## src/rtl/avalon_arb_pkg.sv

```systemverilog
// Shared definitions for the Avalon register-port arbiter: master index type
// and the round-robin selection function.
package avalon_arb_pkg;

  localparam int MAX_MASTERS = 8;
  localparam int IDX_W       = $clog2(MAX_MASTERS);

  typedef logic [IDX_W-1:0] idx_t;

  // Returns the first requester found searching last+1, last+2, ... modulo n.
  // The result is only meaningful when at least one of req[n-1:0] is set.
  function automatic idx_t rr_pick(input logic [MAX_MASTERS-1:0] req,
                                   input idx_t last,
                                   input int n);
    idx_t pick;
    idx_t cand;
    pick = last;
    for (int k = MAX_MASTERS; k >= 1; k--) begin
      if (k <= n) begin
        cand = idx_t'((int'(last) + k) % n);
        if (req[cand]) pick = cand;
      end
    end
    return pick;
  endfunction

endpackage

```

## src/rtl/avalon_rr_picker.sv

```systemverilog
// Combinational round-robin picker: rotates the request vector past the last
// grant, priority-encodes, and maps the hit back to a master index.
module avalon_rr_picker
  import avalon_arb_pkg::*;
#(
  parameter int N = 2
) (
  input  logic [N-1:0] req,
  input  idx_t         last,
  output logic         vld,
  output idx_t         idx
);

  logic [MAX_MASTERS-1:0] req_pad;

  always_comb begin
    req_pad        = '0;
    req_pad[N-1:0] = req;
    vld            = |req;
    idx            = rr_pick(req_pad, last, N);
  end

endmodule

```

## src/rtl/avalon_arbiter.sv

```systemverilog
// Round-robin arbiter sharing one avalon_core register port between
// NUM_MASTERS requesters, with lock support and 1-cycle read-return routing.
module avalon_arbiter
  import avalon_arb_pkg::*;
#(
  parameter int NUM_MASTERS = 2,
  parameter int ADDR_WIDTH  = 2,
  parameter int DATA_WIDTH  = 32
) (
  input  logic                              clk,
  input  logic                              reset,
  input  logic [NUM_MASTERS-1:0]            m_read,
  input  logic [NUM_MASTERS-1:0]            m_write,
  input  logic [NUM_MASTERS-1:0]            m_lock,
  input  logic [NUM_MASTERS*ADDR_WIDTH-1:0] m_address,
  input  logic [NUM_MASTERS*DATA_WIDTH-1:0] m_data_in,
  output logic [NUM_MASTERS-1:0]            m_wait,
  output logic [NUM_MASTERS-1:0]            m_read_valid,
  output logic [DATA_WIDTH-1:0]             m_data_out,
  output logic                              m_irq,
  output logic                              s_read,
  output logic                              s_write,
  output logic [ADDR_WIDTH-1:0]             s_address,
  output logic [DATA_WIDTH-1:0]             s_data_in,
  input  logic                              s_read_valid,
  input  logic [DATA_WIDTH-1:0]             s_data_out,
  input  logic                              s_irq
);

  logic [NUM_MASTERS-1:0] req, owner_oh, elig, grant;
  logic                   lock_hold, pick_vld, gnt_vld, lock_req;
  idx_t                   pick_idx;

  idx_t last_grant_q, last_grant_d;
  idx_t lock_owner_q, lock_owner_d;
  idx_t rd_owner_q,   rd_owner_d;
  logic locked_q,     locked_d;
  logic rd_pending_q, rd_pending_d;

  // The lock only holds while its owner keeps m_lock high; the release cycle
  // already arbitrates among everyone.
  always_comb begin
    req = m_read | m_write;
    for (int i = 0; i < NUM_MASTERS; i++) begin
      owner_oh[i] = (lock_owner_q == idx_t'(i));
    end
    lock_hold = locked_q & |(m_lock & owner_oh);
    elig      = lock_hold ? (req & owner_oh) : req;
  end

  avalon_rr_picker #(.N(NUM_MASTERS)) u_picker (
    .req  (elig),
    .last (last_grant_q),
    .vld  (pick_vld),
    .idx  (pick_idx)
  );

  always_comb begin
    gnt_vld      = pick_vld & ~reset;
    grant        = '0;
    s_read       = 1'b0;
    s_write      = 1'b0;
    s_address    = '0;
    s_data_in    = '0;
    lock_req     = 1'b0;
    m_read_valid = '0;
    for (int i = 0; i < NUM_MASTERS; i++) begin
      grant[i]        = gnt_vld & (pick_idx == idx_t'(i));
      s_read          = s_read  | (grant[i] & m_read[i] & ~m_write[i]);
      s_write         = s_write | (grant[i] & m_write[i]);
      s_address       = s_address | ({ADDR_WIDTH{grant[i]}} & m_address[i*ADDR_WIDTH +: ADDR_WIDTH]);
      s_data_in       = s_data_in | ({DATA_WIDTH{grant[i]}} & m_data_in[i*DATA_WIDTH +: DATA_WIDTH]);
      lock_req        = lock_req | (grant[i] & m_lock[i]);
      m_read_valid[i] = s_read_valid & rd_pending_q & (rd_owner_q == idx_t'(i));
    end
    m_wait = req & ~grant;
  end

  assign m_data_out = s_data_out;
  assign m_irq      = s_irq;

  always_comb begin
    last_grant_d = gnt_vld ? pick_idx : last_grant_q;
    lock_owner_d = lock_owner_q;
    locked_d     = locked_q;
    if (lock_req) begin
      locked_d     = 1'b1;
      lock_owner_d = pick_idx;
    end else if (locked_q && !lock_hold) begin
      locked_d = 1'b0;
    end
    rd_pending_d = s_read;
    rd_owner_d   = s_read ? pick_idx : rd_owner_q;
  end

  always_ff @(posedge clk or posedge reset) begin
    if (reset) begin
      last_grant_q <= idx_t'(NUM_MASTERS - 1);
      locked_q     <= 1'b0;
      lock_owner_q <= '0;
      rd_pending_q <= 1'b0;
      rd_owner_q   <= '0;
    end else begin
      last_grant_q <= last_grant_d;
      locked_q     <= locked_d;
      lock_owner_q <= lock_owner_d;
      rd_pending_q <= rd_pending_d;
      rd_owner_q   <= rd_owner_d;
    end
  end

endmodule

```

## config.mk

```make
export PLATFORM = sky130hd
export DESIGN_NAME = avalon_arbiter
export DESIGN_NICKNAME = d
export VERILOG_FILES = /design/src/rtl/avalon_arb_pkg.sv /design/src/rtl/avalon_rr_picker.sv /design/src/rtl/avalon_arbiter.sv
export SDC_FILE = /design/constraint.sdc
export NUM_CORES = 1
export LEC_CHECK = 0
export BUFFER_PORTS_ARGS = -buffer_cell sky130_fd_sc_hd__buf_4
export CORE_AREA = 2 2 71 73
export DETAILED_ROUTE_END_ITERATION = 8
export DIE_AREA = 0 0 73 75
export PLACE_DENSITY = 0.72
export SLEW_MARGIN = 20
export SYNTH_ARGS = -nofsm -noshare
export SYNTH_HDL_FRONTEND = slang
export SYNTH_SLANG_ARGS = --single-unit
```

## constraint.sdc

```tcl
create_clock -name clk -period 4.8 [get_ports clk]
set_input_delay 1.44 -clock clk [delete_from_list [all_inputs] [get_ports clk]]
set_output_delay 1.44 -clock clk [all_outputs]
set_load 0.01 [all_outputs]
```

==> metrics <==
max incr delay on CP=0.61 ns; Psw=approximately 230 uW; Vias per Instance=between 4 and 5; status=completed; static leakage=0.000962 uW; first-pass GRT wire length=roughly 5200 um; RSZ-0062 raised after global routing=no; clk slew on worst S/H paths=~0.040 ns; vias in the first global route=about 1200; aggregate global routing overflow=0; setup TNS=0 ns; relative slew slack=roughly 49%; Nets=320; via count=roughly 1300; synthesized cell area=about 0.0012 sq mm; width of the die=73 um; antenna violations before repair=0; ANT cells=0; CTS Hold Bufs=0; Worst Path Max Fanout=34; worst path bufs/invs=2; worst path cell trace=buf_4, nand2b_1, o221a_2, nor2_4, a22o_1, buf_4; share of cells above drive strength 1=a little over 60%; Root Buffer=clkbuf_8; Synth Area in Simple Gates=14.6%; largest family of logic cells by synthesized area=compound AO/OA/AOI/OAI gates; xor/xnor share of the synthesized area=0%; DRC viols=0; most frequent cell after synthesis=a22o_1; PnR worst setup slack=a little over 0.4 ns; YS warnings=0; Cell variety after synth=29; Peak VDD IR=around 0.11 mV; CP dominant cell by count=buf_4; Post-Synth Adder-Cell Area=0%; Syn Inst Count=about 130; CP required=around 3.4 ns; Compound-Gate Fraction of Synth Area=a little over a third; Post-synth EDFFs=0; Net Sw Frac=about two fifths; share of flip-flops with an asynchronous set or reset=100%; pin count of the biggest net entering global routing=35; # H-tree levels=1; total CTS buffers=3; DRT iter0 DRCs=30; Least-Margin Pin Slew=just under 0.8 ns; clock skew=around 0.00058 ns; all-layer global routing usage=between 10 and 15%; Tcrit/Tclk final=91.6%; Int Pwr=between 300 and 400 uW; dominant cell type by area after synthesis=a22o_1; drt total wl=3760 um; syn nets=approximately 240; TritonCTS clock tree=built; final hold viol count=0; Rows=25; WP data arrival=between 2 and 3 ns; IO Port Bufs=roughly 120; fin. max-slew vios=0; Layout fillers=a little under 500; Max Root-Sink Buffers=2; PD cells=324 mW/mm^2; FMAX=227 MHz; Post-synth top flop=dfrtp_1; largest cells by area after synthesis=a22o_1 (26%), buf_4 (21%), dfrtp_1 (17%); Comb power frac=67.3%; dpl cells=259; Core ar.=0.00466 sq mm; Pwr Total=roughly 600 uW; Synth Area per Inst=approximately 9.2 sq um; CP delay by family, top=simple AND/OR/NAND/NOR gates; Place WS=slightly above 0.4 ns; sequential area share after synthesis=a little under a fifth; post-CTS sizing=0; Die Span Y=roughly 75 um; drt first pass iters=4; Non-Filler Instances=263; number of synthesized register bits=9; Final setup viols=0; Final HPWL DP=~3200 um; Worst Setup End Kind=primary output; routability congestion estimate from global placement=0.753; DRT antenna net count=0; mux contribution to synthesized area=0%; Starting Density=approximately a quarter; slowest CP cell=nor2_4; Post-CTS Repair Setup Buffers=0; most common library cells after synthesis=a22o_1 (35), buf_4 (33), buf_6 (8), dfrtp_1 (8); worst skew pair latency=about 0.24 ns; CTS Sinks=9; CP Launch Type=input pin; Setup CP Type=in2out; Syn-to-layout area delta=56.1%; io pins=~180; die footprint=between 0.005 and 0.006 sq mm; Tmin final=~4.4 ns; WHS=roughly 0.49 ns; clock network power share=about 15%; worst min path class=reg2reg; Max-cap violations=0; top-area cell type share of the netlist area=about a quarter; Reg power frac=about 18%; WL per Instance=~14 um
## power by group through the flow
stage / clock network [uW] / registers (uW) / logic, uW
2_1_floorplan: 0 / 105 / 277
3_3_place_gp: 0 / 107 / 404
3_5_place_dp: 0 / 108 / 408
4_1_cts: 93.8 / 107 / 409
5_1_grt: 97.3 / 109 / 435
6_report: 89.0 / 107 / 403
## cell type report
type,instances,area [sq um],area share [%]
inverters,6,22.5,1.22
clock buffers,4,45.0,2.44
multi-input cells,71,593,32.1
flip-flops and latches,9,226,12.3
repair buffers,119,893,48.3
well taps,54,67.6,3.66
## cells in the final DEF, fill, tap and decap left out, types with 2 or more instances in the layout
| master | n |
|---|---|
| nand2_1 | 2 |
| nor4_4 | 2 |
| nor2_1 | 6 |
| clkbuf_8 | 3 |
| a22o_1 | 35 |
| nand2b_1 | 2 |
| nor3_1 | 3 |
| nor3b_1 | 3 |
| o21ai_0 | 2 |
| buf_4 | 119 |
| inv_1 | 6 |
| a211oi_1 | 2 |
| dfrtp_1 | 8 |
## path summary, 6_finish.rpt
kind	from	end	slack [ns]	cells past startpoint
hold / removal	lock_owner_q[2]	lock_owner_q[2]	0.49	2
max in group asynchronous	reset	last_grant_q[0]	3.32	3
setup reg to reg	lock_owner_q[1]	lock_owner_q[2]	2.96	5
hold reg to reg	lock_owner_q[2]	lock_owner_q[2]	0.49	2
setup / recovery	m_lock[0]	s_data_in[21]	0.40	6
min in group asynchronous	reset	lock_owner_q[2]	1.27	3
## layer usage
layer | routed length [um] | up-vias | GRT usage (%)
met1 | 1380 | 563 | 13.8
met2 | 1990 | 86 | 21.3
li1 | - | 610 | -
met3 | 338 | 3 | 3.08
met4 | 48 | 0 | 5.14
met5 | 0 | - | 0
## flip-flops by register name (all words and copies together) (netlist names)
register / count
last_grant_q: 1
lock_owner_q: 3
locked_q: 1
rd_owner_q: 3
rd_pending_q: 1
## per-stage QoR
step	util [%]	area [sq um]
4_1_cts	39.7	1850
2_1_floorplan	-	1180
5_1_grt	39.7	1850
3_5_place_dp	38.7	1800
3_3_place_gp	38.7	1800
6_report	39.7	1850
## cells by family (layout without fill, tap and decap cells)
family,Yosys count,in the layout
AOI/OAI and AO/OA,48,48
buffers and inverters,48,129
and+or+nand+nor,23,23
DFF,9,9
## worst register-to-register path, stage by stage (launching register included)
cell	delay, ns
dfrtp_1	0.37
or3b_1	0.50
o221a_4	0.31
nor3_4	0.12
buf_4	0.28
a211oi_1	0.12
No activity file was read; power rests on OpenSTA's default activity.
